[src/rtl/ram_b1_wr_seq.sv]
// ram_b1_wr_seq: write-side sequencer for the layer-indexed beta storage of
// the SCAN polar decoder. Takes one (layer, node) command, collects the
// matching beta beats from the PE array and drives the storage write port,
// clearing the lanes the storage does not consume for that layer.
module ram_b1_wr_seq #(
  parameter int P = 64,
  parameter int Q = 6,
  parameter int N = 1024
) (
  input  logic                   clk,
  input  logic                   rst,
  input  logic                   cmd_valid,
  output logic                   cmd_ready,
  input  logic [4:0]             cmd_layer,
  input  logic [$clog2(N)-2:0]   cmd_node,
  input  logic                   d_valid,
  output logic                   d_ready,
  input  logic [2*P*Q-1:0]       d_data,
  output logic [2*P*Q-1:0]       b_in,
  output logic [4:0]             layer_w,
  output logic [$clog2(N)-2:0]   w_address,
  output logic [3:0]             cnta,
  output logic                   w_en,
  output logic                   done,
  output logic                   err,
  output logic                   busy
);

  localparam int HalfW = P * Q;
  localparam int FullW = 2 * P * Q;

  typedef enum logic {IDLE, DATA} state_t;

  state_t                 state_q;
  logic [4:0]             layer_q;
  logic [$clog2(N)-2:0]   node_q;
  logic                   beat_q;
  logic [FullW-1:0]       bIn_q;
  logic [4:0]             layerW_q;
  logic [$clog2(N)-2:0]   wAddress_q;
  logic                   cnta_q;
  logic                   wEn_q;
  logic                   done_q;
  logic                   err_q;
  logic [FullW-1:0]       maskedData_d;
  logic                   lastBeat_d;
  logic                   layerLegal_d;

  // Lanes the storage keeps for a given layer: a prefix of the lower half
  // and a prefix of the upper half, everything else forced to zero.
  function automatic logic [FullW-1:0] keepMask(input logic [4:0] layer);
    logic [FullW-1:0] m;
    int lowW;
    int upW;
    m    = '0;
    lowW = 0;
    upW  = 0;
    case (layer)
      5'd8, 5'd7: begin lowW = HalfW;  upW = HalfW; end
      5'd6:       begin lowW = HalfW;  upW = 0;     end
      5'd2, 5'd3, 5'd4, 5'd5: begin
        lowW = Q << (int'(layer) - 1);
        upW  = lowW;
      end
      5'd1:       begin lowW = 2 * Q;  upW = 0;     end
      default:    begin lowW = 0;      upW = 0;     end
    endcase
    for (int i = 0; i < HalfW; i++) begin
      m[i]         = (i < lowW);
      m[i + HalfW] = (i < upW);
    end
    return m;
  endfunction

  // Beat masking, burst length and command legality from the latched/incoming fields.
  always_comb begin
    maskedData_d = d_data & keepMask(layer_q);
    lastBeat_d   = (layer_q == 5'd8) ? beat_q : 1'b1;
    layerLegal_d = (cmd_layer >= 5'd1) && (cmd_layer <= 5'd8);
  end

  // Command/beat FSM with the registered storage write port.
  always_ff @(posedge clk) begin
    if (rst) begin
      state_q    <= IDLE;
      layer_q    <= '0;
      node_q     <= '0;
      beat_q     <= 1'b0;
      bIn_q      <= '0;
      layerW_q   <= '0;
      wAddress_q <= '0;
      cnta_q     <= 1'b0;
      wEn_q      <= 1'b0;
      done_q     <= 1'b0;
      err_q      <= 1'b0;
    end else begin
      wEn_q  <= 1'b0;
      done_q <= 1'b0;
      err_q  <= 1'b0;
      case (state_q)
        IDLE: begin
          if (cmd_valid) begin
            layer_q <= cmd_layer;
            node_q  <= cmd_node;
            beat_q  <= 1'b0;
            if (layerLegal_d) begin
              state_q <= DATA;
            end else begin
              err_q <= 1'b1;
            end
          end
        end
        DATA: begin
          if (d_valid) begin
            wEn_q      <= 1'b1;
            layerW_q   <= layer_q;
            wAddress_q <= node_q;
            cnta_q     <= beat_q;
            bIn_q      <= maskedData_d;
            if (lastBeat_d) begin
              done_q  <= 1'b1;
              state_q <= IDLE;
            end else begin
              beat_q <= 1'b1;
            end
          end
        end
        default: state_q <= IDLE;
      endcase
    end
  end

  // Handshakes and status follow the state register; write port comes from registers.
  always_comb begin
    cmd_ready = (state_q == IDLE);
    d_ready   = (state_q == DATA);
    busy      = (state_q == DATA);
    b_in      = bIn_q;
    layer_w   = layerW_q;
    w_address = wAddress_q;
    cnta      = {3'b000, cnta_q};
    w_en      = wEn_q;
    done      = done_q;
    err       = err_q;
  end

endmodule

[config.mk]
export PLATFORM = sky130hd
export DESIGN_NAME = ram_b1_wr_seq
export DESIGN_NICKNAME = d
export VERILOG_FILES = /design/src/rtl/ram_b1_wr_seq.sv
export SDC_FILE = /design/constraint.sdc
export NUM_CORES = 2
export LEC_CHECK = 0
export BUFFER_PORTS_ARGS = -buffer_cell sky130_fd_sc_hd__buf_2
export CELL_PAD_IN_SITES_DETAIL_PLACEMENT = 0
export CELL_PAD_IN_SITES_GLOBAL_PLACEMENT = 1
export CORE_AREA = 2 2 607 609
export CTS_CLUSTER_SIZE = 25
export DETAILED_ROUTE_END_ITERATION = 12
export DIE_AREA = 0 0 609 611
export PLACE_DENSITY_LB_ADDON = 0.25
export SETUP_SLACK_MARGIN = 0.02
export SLEW_MARGIN = 0
export SYNTH_ARGS = -nofsm -noshare
export SYNTH_HDL_FRONTEND = slang
export SYNTH_SLANG_ARGS = --single-unit
[constraint.sdc]
create_clock -name clk -period 3.79 [get_ports clk]
set_clock_uncertainty 0.1 [all_clocks]
set_input_delay 0.1895 -clock clk [delete_from_list [all_inputs] [get_ports clk]]
set_output_delay 0.1895 -clock clk [all_outputs]
set_load 0.01 [all_outputs]
-- After elaboration in Yosys (flattened, before gate mapping)
Cells that the tools add are included.
- add/sub/neg operators: 1
- $lt $le $gt $ge: 770
- equal/unequal tests: 11
- shift operators: 1
- mux-type cells: 15
- bitwise gates (word level): 4
- reductions and logical operators: 10
- operators by type and width (operator ; count):
    $lt A10 B32 Y1 const A ; 256
    $lt A9 B32 Y1 const A ; 256
    $lt A8 B32 Y1 const A ; 128
    $lt A7 B32 Y1 const A ; 64
    $lt A6 B32 Y1 const A ; 32
    $and A768 B768 Y768 ; 1
    $lt A5 B32 Y1 const A ; 16
    $lt A4 B32 Y1 const A ; 8
    $lt A3 B32 Y1 const A ; 4
    $pmux W32 S3 ; 1
    $lt A1 B32 Y1 const A ; 2
    $lt A2 B32 Y1 const A ; 2
    $pmux W32 S2 ; 1
    $shl A3 B32 Y32 const A ; 1
    $eq A5 B3 Y1 const B ; 4
    $mux W1 ; 11
    $eq A5 B2 Y1 const B ; 2
    $reduce_or A3 Y1 ; 3
    $ne A2 B2 Y1 const B ; 3
    $sub A5 B1 Y6 const B ; 1
    $eq A5 B1 Y1 const B ; 1
    $eq A5 B4 Y1 const B ; 1
    $ge A5 B1 Y1 const B ; 1
    $le A5 B4 Y1 const B ; 1
    7 further kinds ; 12
- flip-flop bits (word level): 802
- bits of input ports: 786
- output and inout bits: 792
- word-level logic and storage cells: 823

-- Longest topological paths before layout
- depth after elaboration: 5
- gate-level depth with buffers: 13
- mapped depth without buffers: 8

-- Least setup slack after synthesis
OpenSTA, ideal clock, no wires.
- path type: flip-flop to flip-flop
- start: register layer_q[0]
- end: register bIn_q[413], in the netlist b_in[413]
- library setup time: 0.070 ns
- data arrival time: 2.851 ns
- data required time: 3.620 ns
- setup slack: 0.769 ns
- cell stages (with the launch flop): 12
- buffers on the path: 3
- clock period less this slack: 3.021 ns
- cells stage by stage: dfxtp_1 -> buf_2 -> inv_1 -> ha_1 -> buf_2 -> nand2_1 -> or2_2 -> a311o_1 -> a221oi_1 -> clkbuf_1 -> o211ai_1 -> a21oi_1
- word-level cells in the longest chain between the ends: 5
- elaborated cells on any way between the ends: 13
- classes of those cells: 1 x add/sub; 1 x order compare; 6 x eq/ne; 1 x shift; 1 x mux; 1 x bitwise; 2 x reduce/logical
- ends and longest elaborated chain (what ; RTL line ; source):
    from (decl) ; 35 ; logic [4:0] layer_q;
    from (signal assigned) ; 103 ; layer_q <= cmd_layer;
    $sub A5 B1 Y6, or another cell as far along ; 62 ; lowW = Q << (int'(layer) - 1);
    $shl A3 B32 Y32, or another cell as far along ; 62 ;
    $pmux W32 S2 * ; 58 ; case (layer)
    $lt A6 B32 Y1 * ; 70 ; m[i + HalfW] = (i < upW);
    $and A768 B768 Y768 * ; 77 ; maskedData_d = d_data & keepMask(layer_q);
    to (signal assigned) ; 119 ; bIn_q <= maskedData_d;
    to (decl) ; 38 ; logic [FullW-1:0] bIn_q;
Mark *: on every way between the ends. The rest lies on a longest branch, timed or not.
A chain may end at the register's enable or synchronous reset.

-- Worst setup path after layout
- start: register layer_q[0]
- end: register bIn_q[410], in the netlist b_in[410]
The elaborated chain is that of the path after synthesis.

==> results.ini <==
[status]
status=complete, no violations

[floorplanning]
dieArea_um2=372100
initial_utilization_pct=6.826
die_w_um=609
ios=1578
core_um2=365000
fp.dieH_um=611
num_rows=222

[logic_synthesis]
ys_seq_area_share_pct=64.44
synth_ff_type=dfxtp_1
synth_cell_types=49
ys_warn_count=0
async_flop_share_pct=0
netlist_area_um2=24920
synth-edff-count=0
avgSynthCellArea_um2=12.36
ys_ff_latch=802
syn_inst=2015

[final_layout]
seqCellArea_um2=16060
final_common_cell=buf_2
multi_input_area_um2=8088
design_area_um2=56200
nFillCells=41280
finalNetCount=5674
final_cell_mix=1574 x buf_2, 1295 x dlygate4sd3_1, 802 x dfxtp_1, 725 x a22o_1, 118 x clkbuf_16
area_growth_pct=125.6
drive_above_1_share_pct=37.41

[drt]
routed_via_density=3.081
wirelength_um=276100
drtIter0Drc=1396
vias=30490
drtAntennaViolNets=0
dr.pass1.iters=7
route.detailed.drc=0
wl_per_cell_um=27.90

[power]
p_per_area_nw_per_um2=406.0
ir_worst_vdd_v=0.0003536
switching_share_pct=25.89
pwr-share-clk_pct=51.9
power_frac_comb_pct=10.7
power_mw=22.82
internal_power_mw=16.91
leakage_nw=24.61
power.share.sequential_pct=37.4
p_sw_mw=5.909

[sta]
rsz0062_at_grt=no
fmax_mhz=284.6
period_minus_slack_ps=3513
min_period_over_period_pct=92.70
hold_viol_final=0
fin_setup_tns_ps=0
slew_viol_final=0
slew_headroom_pct=27.91
hold_ws_ps=84.67
finalSetupViolCount=0
tightestPinTransition_ps=1077

[cts]
cts.path.max_buffers=4
clkLatencyLatePin_ps=840
cts-root-buf=clkbuf_16
cts_tree=built
cts.sinks=802
clkTransAtPathRegs_ps=60
cts_max_level=3
cts_made_buffers=117
post_cts_buffers=0

[placement]
gp_congestion=0.8863
io_buffers=1574
dpl.hpwl_um=234300
placed_area_um2=38930

[worst_setup_path]
critPathLaunchType=flop
crit_type=flop to flop
cp-end-kind=flop
critical_path_arrival_ps=4170
required_ps=4450
crit_fanout=12

[global_route]
met3_usage_pct=4.494
track_usage_pct=14.24
gr-total-overflow=0
grt_pass1_wl_um=345900
use_met2_pct=24.92
grt_max_degree=122
grtUsageMet1_pct=15.97
antenna_found_initial=267
grt_pass1_vias=31280
grt_busiest_layer=met2

[flow_run]
drv_cap=0

[min_path]
min_path_type=input port to flop

[cell type report]
type                            count  area share (%)
Timing Repair Buffer             2943           38.63
Sequential cell                   802           28.57
Multi-Input combinational cell   1015           14.39
Tap cell                         4816           10.72
Clock buffer                      156           5.846
Clock inverter                     57           1.363
Antenna cell                      102          0.4542
Inverter                            4         0.02672
[synth_stat cells (2+ instances only)]
master	count	area share (%)
a211oi_1	4	0.12
a311o_1	2	0.080
nor2b_1	2	0.050
or2_2	3	0.075
or4_1	2	0.060
buf_4	5	0.15
nor2_1	21	0.32
or3_1	2	0.050
nor4bb_1	2	0.080
clkbuf_1	127	1.9
dfxtp_1	802	64
nand2_1	91	1.4
inv_1	4	0.060
nand3_1	4	0.080
buf_2	59	1.2
xor2_1	3	0.11
a211o_1	2	0.070
nand3b_1	2	0.060
o21ai_0	2	0.040
nand2b_1	3	0.075
a32o_1	18	0.72
a21oi_1	60	1.2
o211ai_1	26	0.78
o31ai_1	2	0.060
nor2_2	2	0.050
a22o_1	725	25
ha_1	5	0.25
nor3_1	10	0.20
buf_6	4	0.18
and2_1	2	0.050
[worst max-delay path: stages, from the launching register on]
cell and delay (ps):
dfxtp_1 310, inv_1 150, ha_2 350, or4b_2 610, a211o_1 260, o21ai_1 340, or4_1 280, buf_4 200
o211ai_1 120, a21oi_1 150, dlygate4sd3_1 560
[flip-flops by register name, indices dropped and copies added, names as in the netlist]
name and flops:
node_q 9, w_en 1, b_in 768, cnta_q 1, w_address 9, beat_q 1, done 1, layer_w 5
layer_q 5, busy 1, err 1
[power groups by stage]
stage	clock network, mW	registers, mW	logic, mW
3_3_place_gp	0	8.72	1.18
3_5_place_dp	0	8.72	1.19
5_1_grt	12.6	8.54	2.61
2_1_floorplan	0	8.73	0.319
6_report	11.8	8.53	2.44
4_1_cts	12.4	8.53	2.50
[metrics by stage]
| step | setup slack, ps | utilization (%) | std cells |
|---|---|---|---|
| 2_1_floorplan | 768.9 | - | 2017 |
| 3_3_place_gp | 188.2 | 10.67 | 8285 |
| 3_5_place_dp | 264.6 | 10.67 | 8285 |
| 4_1_cts | 124.4 | 15.33 | 9793 |
| 5_1_grt | 46.92 | 15.36 | 9837 |
| 6_report | 276.6 | 15.40 | 9895 |
[worst paths after layout]
| check | from | endpoint | slack (ps) | cells past startpoint |
|---|---|---|---|---|
| max | layer_q[0]$_SDFFE_PP0P_ | b_in[410]$_SDFFE_PP0P_ | 280 | 10 |
| min | d_data[71] | b_in[71]$_SDFFE_PP0P_ | 80 | 3 |
| max reg2reg | layer_q[0]$_SDFFE_PP0P_ | b_in[410]$_SDFFE_PP0P_ | 280 | 10 |
| min reg2reg | layer_w[3]$_SDFFE_PP0P_ | layer_w[3]$_SDFFE_PP0P_ | 350 | 2 |
[what timing repair did]
item / CTS / global route
gates resized for setup: 0 / 2
hold buffers: 1295 / 0
endpoints found under the hold margin: 801 / 0
endpoints found under the setup margin: 0 / 7
[logic make-up after synthesis]
kind of cell               share of synthesized area, %
AOI/OAI and AO/OA                                 28.93
DFF                                               64.44
buffers and inverters                             3.505
and+or+nand+nor                                   2.722
adders and majority gates                        0.2511
xor gates and xnor gates                         0.1406
other                                           0.01505
[metal layers]
layer | wire length [um] | vias to the layer above
met3 | 21960 | 528
li1 | - | 13670
met5 | 725 | -
met4 | 13180 | 112
met1 | 105300 | 14750
met2 | 134900 | 1423
(Power assumes the default switching activity.)
